[config.mk]
export PLATFORM = sky130hd
export DESIGN_NAME = pmci_qsfp_telemetry_poller
export DESIGN_NICKNAME = d
export VERILOG_FILES = /design/src/rtl/pmci_qsfp_telem_pkg.sv /design/src/rtl/pmci_telem_shadow_ram.sv /design/src/rtl/pmci_qsfp_telemetry_poller.sv
export SDC_FILE = /design/constraint.sdc
export NUM_CORES = 1
export LEC_CHECK = 0
export ABC_AREA = 1
export CORE_MARGIN = 2
export CORE_UTILIZATION = 55
export DETAILED_ROUTE_END_ITERATION = 12
export DONT_BUFFER_PORTS = 1
export MAX_ROUTING_LAYER = met4
export PLACE_DENSITY_LB_ADDON = 0.2
export SYNTH_ARGS = -nofsm -noshare
export SYNTH_HDL_FRONTEND = slang
export SYNTH_SLANG_ARGS = --single-unit
[constraint.sdc]
create_clock -name i_clk -period 2.8 [get_ports i_clk]
set_input_delay 0.56 -clock i_clk [delete_from_list [all_inputs] [get_ports i_clk]]
set_output_delay 0.56 -clock i_clk [all_outputs]
set_load 0.1 [all_outputs]
[src/rtl/pmci_qsfp_telem_pkg.sv]
// Shared types and constants for the QSFP telemetry poller.
package pmci_qsfp_telem_pkg;

    typedef enum logic [2:0] {
        ST_IDLE,
        ST_CH_START,
        ST_ISSUE,
        ST_WAIT_DATA,
        ST_NEXT
    } state_t;

    // Byte distance between consecutive 32-bit telemetry registers
    localparam int unsigned REG_STRIDE          = 4;
    localparam int unsigned TIMEOUT_DEFAULT     = 256;
    localparam int unsigned POLL_PERIOD_DEFAULT = 100000;

endpackage

[src/rtl/pmci_telem_shadow_ram.sv]
// Shadow copy of the telemetry registers: one write port, one registered
// read port. A read colliding with a write to the same word returns the
// previous contents. Indices past the end of the array read as zero.
module pmci_telem_shadow_ram #(
    parameter int unsigned DEPTH = 16,
    parameter int unsigned IW    = (DEPTH > 1) ? $clog2(DEPTH) : 1,
    parameter int unsigned AW    = $clog2(DEPTH) + 1
) (
    input  logic          i_clk,
    input  logic          i_rst_n,
    input  logic          i_wr_en,
    input  logic [IW-1:0] i_wr_idx,
    input  logic [31:0]   i_wr_data,
    input  logic          i_rd_en,
    input  logic [AW-1:0] i_rd_idx,
    output logic [31:0]   o_rd_data,
    output logic          o_rd_valid
);

    logic [31:0] r_mem [DEPTH];
    logic [31:0] r_rd_data;
    logic        r_rd_valid;
    logic        w_rd_in_range;

    assign w_rd_in_range = (i_rd_idx < AW'(DEPTH));
    assign o_rd_data     = r_rd_data;
    assign o_rd_valid    = r_rd_valid;

    // Array update and registered read (old data on same-cycle collision)
    always_ff @(posedge i_clk) begin
        if (!i_rst_n) begin
            for (int unsigned i = 0; i < DEPTH; i++) begin
                r_mem[i] <= '0;
            end
            r_rd_data  <= '0;
            r_rd_valid <= 1'b0;
        end else begin
            if (i_wr_en) begin
                r_mem[i_wr_idx] <= i_wr_data;
            end
            r_rd_valid <= i_rd_en;
            if (i_rd_en) begin
                r_rd_data <= w_rd_in_range ? r_mem[i_rd_idx[IW-1:0]] : '0;
            end
        end
    end

endmodule

[src/rtl/pmci_qsfp_telemetry_poller.sv]
// Periodic QSFP telemetry scanner: walks every enabled channel window over
// a single-outstanding AVMM read master and caches results in a shadow RAM
// that the host can read with fixed one-cycle latency.
module pmci_qsfp_telemetry_poller
    import pmci_qsfp_telem_pkg::*;
#(
    parameter int unsigned NUM_QSFP    = 2,
    parameter int unsigned NUM_REGS    = 8,
    parameter int unsigned ADDR_W      = 21,
    parameter int unsigned POLL_PERIOD = POLL_PERIOD_DEFAULT,
    parameter int unsigned TIMEOUT     = TIMEOUT_DEFAULT
) (
    input  logic                                i_clk,
    input  logic                                i_rst_n,
    input  logic [NUM_QSFP-1:0]                 i_ch_en,
    input  logic [NUM_QSFP*ADDR_W-1:0]          i_ch_base,
    input  logic                                i_scan_trig,
    input  logic                                i_err_clr,
    output logic [ADDR_W-1:0]                   o_avmm_address,
    output logic                                o_avmm_read,
    input  logic                                i_avmm_waitrequest,
    input  logic                                i_avmm_readdatavalid,
    input  logic [31:0]                         i_avmm_readdata,
    input  logic                                i_csr_rd,
    input  logic [$clog2(NUM_QSFP*NUM_REGS):0]  i_csr_rd_addr,
    output logic [31:0]                         o_csr_rd_data,
    output logic                                o_csr_rd_valid,
    output logic                                o_scan_busy,
    output logic [15:0]                         o_scan_count,
    output logic [NUM_QSFP-1:0]                 o_ch_err
);

    localparam int unsigned DEPTH = NUM_QSFP * NUM_REGS;
    localparam int unsigned IW    = (DEPTH > 1) ? $clog2(DEPTH) : 1;
    localparam int unsigned AW    = $clog2(DEPTH) + 1;
    localparam int unsigned CW    = (NUM_QSFP > 1) ? $clog2(NUM_QSFP) : 1;
    localparam int unsigned RW    = (NUM_REGS > 1) ? $clog2(NUM_REGS) : 1;
    localparam int unsigned TW    = $clog2(TIMEOUT + 1);
    localparam int unsigned PW    = $clog2(POLL_PERIOD);

    state_t              r_state, w_state_nxt;
    logic [CW-1:0]       r_c, w_c_nxt;
    logic [RW-1:0]       r_r, w_r_nxt;
    logic [TW-1:0]       r_tmo;
    logic [PW-1:0]       r_poll;
    logic                r_pending;
    logic                r_busy;
    logic [15:0]         r_count;
    logic [NUM_QSFP-1:0] r_err;
    logic                r_rdv;
    logic [31:0]         r_rdata;

    logic                w_start, w_done, w_wr_en, w_set_err, w_poll_wrap;
    logic [ADDR_W-1:0]   w_ch_base, w_addr;
    logic [IW-1:0]       w_wr_idx;

    assign w_poll_wrap = (r_poll == PW'(POLL_PERIOD - 1));
    assign w_ch_base   = i_ch_base[int'(r_c) * ADDR_W +: ADDR_W];
    assign w_addr      = w_ch_base + ADDR_W'(r_r) * ADDR_W'(REG_STRIDE);
    assign w_wr_idx    = IW'(r_c) * IW'(NUM_REGS) + IW'(r_r);

    assign o_avmm_read    = (r_state == ST_ISSUE);
    assign o_avmm_address = o_avmm_read ? w_addr : '0;
    assign o_scan_busy    = r_busy;
    assign o_scan_count   = r_count;
    assign o_ch_err       = r_err;

    // Free-running poll timer; requests collapse into a single pending flag
    always_ff @(posedge i_clk) begin
        if (!i_rst_n) begin
            r_poll    <= '0;
            r_pending <= 1'b0;
        end else begin
            r_poll <= w_poll_wrap ? '0 : r_poll + 1'b1;
            if (i_scan_trig || w_poll_wrap) begin
                r_pending <= 1'b1;
            end else if (w_start) begin
                r_pending <= 1'b0;
            end
        end
    end

    // Next-state and datapath strobes for the scan sequencer
    always_comb begin
        w_state_nxt = r_state;
        w_c_nxt     = r_c;
        w_r_nxt     = r_r;
        w_start     = 1'b0;
        w_done      = 1'b0;
        w_wr_en     = 1'b0;
        w_set_err   = 1'b0;
        case (r_state)
            ST_IDLE: begin
                if (r_pending) begin
                    w_start     = 1'b1;
                    w_c_nxt     = '0;
                    w_state_nxt = ST_CH_START;
                end
            end
            ST_CH_START: begin
                if (i_ch_en[r_c]) begin
                    w_r_nxt     = '0;
                    w_state_nxt = ST_ISSUE;
                end else begin
                    // Parking r on the last register makes NEXT skip the channel
                    w_r_nxt     = RW'(NUM_REGS - 1);
                    w_state_nxt = ST_NEXT;
                end
            end
            ST_ISSUE: begin
                if (!i_avmm_waitrequest) begin
                    w_state_nxt = ST_WAIT_DATA;
                end
            end
            ST_WAIT_DATA: begin
                if (r_rdv) begin
                    w_wr_en     = 1'b1;
                    w_state_nxt = ST_NEXT;
                end else if (r_tmo == TW'(TIMEOUT - 1)) begin
                    w_set_err   = 1'b1;
                    w_state_nxt = ST_NEXT;
                end
            end
            ST_NEXT: begin
                if (r_r < RW'(NUM_REGS - 1)) begin
                    w_r_nxt     = r_r + 1'b1;
                    w_state_nxt = ST_ISSUE;
                end else if (r_c < CW'(NUM_QSFP - 1)) begin
                    w_c_nxt     = r_c + 1'b1;
                    w_state_nxt = ST_CH_START;
                end else begin
                    w_done      = 1'b1;
                    w_state_nxt = ST_IDLE;
                end
            end
            default: w_state_nxt = ST_IDLE;
        endcase
    end

    // Sequencer state, indices, timeout counter and scan status
    always_ff @(posedge i_clk) begin
        if (!i_rst_n) begin
            r_state <= ST_IDLE;
            r_c     <= '0;
            r_r     <= '0;
            r_tmo   <= '0;
            r_busy  <= 1'b0;
            r_count <= '0;
        end else begin
            r_state <= w_state_nxt;
            r_c     <= w_c_nxt;
            r_r     <= w_r_nxt;
            if (r_state == ST_ISSUE) begin
                r_tmo <= '0;
            end else if (r_state == ST_WAIT_DATA) begin
                r_tmo <= r_tmo + 1'b1;
            end
            if (w_start) begin
                r_busy <= 1'b1;
            end else if (w_done) begin
                r_busy <= 1'b0;
            end
            if (w_done) begin
                r_count <= r_count + 1'b1;
            end
        end
    end

    // Sticky per-channel timeout flags; a same-cycle set overrides the clear
    always_ff @(posedge i_clk) begin
        if (!i_rst_n) begin
            r_err <= '0;
        end else begin
            if (i_err_clr) begin
                r_err <= '0;
            end
            if (w_set_err) begin
                r_err[r_c] <= 1'b1;
            end
        end
    end

    // Response capture register; only consumed while waiting for data
    always_ff @(posedge i_clk) begin
        if (!i_rst_n) begin
            r_rdv   <= 1'b0;
            r_rdata <= '0;
        end else begin
            r_rdv   <= i_avmm_readdatavalid;
            r_rdata <= i_avmm_readdata;
        end
    end

    pmci_telem_shadow_ram #(
        .DEPTH (DEPTH),
        .IW    (IW),
        .AW    (AW)
    ) u_shadow (
        .i_clk      (i_clk),
        .i_rst_n    (i_rst_n),
        .i_wr_en    (w_wr_en),
        .i_wr_idx   (w_wr_idx),
        .i_wr_data  (r_rdata),
        .i_rd_en    (i_csr_rd),
        .i_rd_idx   (i_csr_rd_addr),
        .o_rd_data  (o_csr_rd_data),
        .o_rd_valid (o_csr_rd_valid)
    );

endmodule

==> reports/qor.yml <==
run_status:
  status: "finished with violations"
  violations: "negative setup slack"
layout:
  insertedDiodeCount: 0
  final_cell_area_sq_um: 34200
  drive_above_1_share_pct: 10.7
  layout_common_cells: "nand2_1, nor2_1, inv_1"
  nNetsFinal: 3641
  layout_commonest_cell: "nand2_1"
  syn2layout_area_growth_pct: 15.1
power_and_ir_drop:
  vdd_drop_max_uv: 442
  internal-power_uw: 16300
  p_leak_uw: 0.0146
  clkPwrFrac_pct: 42.1
  power_frac_comb_pct: 8.7
  power.total_uw: 21600
  switching_share_pct: 24.4
  p_switching_uw: 5270
  p_seq_share_pct: 49.3
  power_density_nw_per_um2: 632
sta:
  setup_slack_ns: -0.443
  relSlewSlack_pct: 33.0
  worst_slew_pin_slew_ns: 1.00
  finalCriticalPeriod_ns: 3.24
  setup-violations-final: 17
  fin_setup_tns_ns: -6.07
  finalHoldViolations: 0
  fmax_mhz: 308
  slew_violations: 0
  rsz0062_at_grt: "yes"
  final.setup_skew_ns: 0.0253
  fin_crit_sh_pct: 116
synth:
  synth_edf_count: 512
  syn_area_sq_um: 29700
  synth_area_leaders: "edfxtp_1, nand2_1, dfxtp_1, nor2_1, nand3_1"
  synth-seq-area-share_pct: 59.8
  synthArstFlopShare_pct: 0
  yosys.area.top_type: "edfxtp_1"
  ys_types: 35
  ys_ff_latch: 631
  yosysWarnings: 0
  postSynthAreaPerCell_sq_um: 8.39
  synth_top_area_share_pct: 51.8
  synthCells: 3535
  synth_nets: 3635
  synth-main-ff-cell: "edfxtp_1"
cts:
  cts_tree: "yes"
  tritoncts.num_buffers: 69
  path_clk_slew_ns: 0.07
  cts_max_level: 3
  root_buffer: "clkbuf_16"
  cts_sinks: 631
  clock_latency_ns: 0.61
  clock_path_buffers: 3
floorplanning:
  coreArea_sq_um: 53600
  chipWidth_um: 236
  row_count: 85
  die_h_um: 236
  io_pins: 162
  initial_core_util_pct: 55.4
  dieArea_sq_um: 55800
place:
  post-place-ws_ns: -0.0666
  postPlaceCellArea_sq_um: 31500
  io_buffers: 0
  globalplace.congestion: 0.876
  dp_hpwl_um: 46000
detailed_routing:
  antenna_left: 0
  viasPerCell: 5.58
  drt_iter0_markers: 2487
  wl_per_cell_um: 19.8
  drc_errors: 0
  drt_first_pass_iters: 8
  drt_wl_total_um: 84900
  vias: 23900
critical_path:
  criticalPathCategory: "reg2out"
  required_ns: 2.24
  worstSetupEndpointType: "output pin"
  startpoint_type: "register"
  critPathArrivalTime_ns: 2.68
  path_max_fanout: 5
global_routing:
  antenna_found_initial: 0
  grt_pass1_wl_um: 129000
  grt_overflow: 0
  track_usage_pct: 31.1
  grt_pass1_vias: 23100
  grt_start_max_net_pins: 258
run:
  drv_cap: 0
worst_hold_path:
  hold_path.class: "in2reg"
## timing repair
item | 4_1_cts | 5_1_grt
buffers inserted | 8 | 13
gates cloned | 0 | 0
endpoints found under the setup margin | 18 | 18
hold buffers | 0 | 0
pin swaps | 19 | 20
gates resized for setup | 36 | 36
## path summary, 6_finish.rpt
| path | to | startpoint | slack [ns] | cells after the start |
|---|---|---|---|---|
| max | o_avmm_address[12] | r_c$_SDFFE_PN0P_ | -0.44 | 14 |
| min | u_shadow.o_rd_valid$_SDFF_PN0_ | i_csr_rd | 0.05 | 2 |
| max reg2reg | u_shadow.r_mem[5][16]$_SDFFCE_PN0P_ | r_c$_SDFFE_PN0P_ | 0.57 | 6 |
| min reg2reg | r_poll[0]$_SDFF_PP0_ | r_poll[0]$_SDFF_PP0_ | 0.46 | 1 |
## metal layers
| layer | part of all wire [%] | GRT usage, % | vias to the layer above |
|---|---|---|---|
| li1 | - | - | 11100 |
| met2 | 47 | 49.2 | 1283 |
| met3 | 10 | 5.59 | 238 |
| met4 | 3.8 | 11.5 | 0 |
| met5 | 0 | - | - |
| met1 | 39 | 40.4 | 11300 |
## state kept, by name, summed over array words and instances, names as in the netlist, 2 cells and up
register            flops
o_ch_err                2
r_poll                 17
r_rdata                32
u_shadow.o_rd_data     32
o_scan_count           16
r_tmo                   9
u_shadow.r_mem        512
r_state                 3
r_r                     3
## stage by stage
| stage | hold slack [ns] | cells | utilization (%) |
|---|---|---|---|
| 2_1_floorplan | 0.418 | 3535 | - |
| 3_3_place_gp | 0.427 | 4145 | 58.7 |
| 5_1_grt | 0.0324 | 4292 | 63.7 |
| 3_5_place_dp | 0.454 | 4145 | 58.7 |
| 6_report | 0.0453 | 4292 | 63.7 |
| 4_1_cts | 0.0252 | 4279 | 63.3 |
## area by class of cell
class	count	area (sq um)
clock buffers	99	2030
clock inverters	27	246
repair buffers	146	1600
well taps	696	871
inverters	531	2010
flip-flops and latches	631	17800
multi-input cells	2162	9640
fillers	4417	19400
## cell families after synthesis
family,count (synthesis),share of synthesized area (%)
compound gates,123,2.12
simple gates,2019,27.6
flops,631,59.8
xor+xnor,8,0.236
fa+ha+maj,12,0.531
buf+inv,742,9.71
## cell usage after synthesis, types with 2 or more instances
cell      instances
dfxtp_1         119
inv_2             4
nor2_1          600
a21oi_1          88
ha_1             11
a31oi_1           2
nor3_1           16
buf_4             2
nor4_1            2
or2_2             5
o21ai_0          28
inv_1           525
nand3_1         412
clkbuf_1        113
nor3b_1           2
edfxtp_1        512
nand4_1           5
buf_1            32
xnor2_1           3
nor2_2            6
nand2_1         968
buf_2            63
xor2_1            5
## worst max-delay path: stages, from the launching register on
cell	delay, ns
dfxtp_4	0.40
inv_6	0.05
nand2_4	0.06
nand2_4	0.05
ha_4	0.16
fa_2	0.38
nand2_2	0.09
nand2_2	0.08
nand2_4	0.08
nor2_4	0.05
nand2_4	0.10
nor2_4	0.06
buf_6	0.12
nor3_4	0.18
buf_12	0.21
## power by group through the flow
stage          combinational [uW]  sequential, uW  clock (uW)
2_1_floorplan                1220           10900           0
3_3_place_gp                 1750           10800           0
3_5_place_dp                 1780           10800           0
4_1_cts                      1820           10600        9170
5_1_grt                      2040           10700        9540
6_report                     1870           10600        9080
Note: power is estimated with default switching activity, not from simulation.
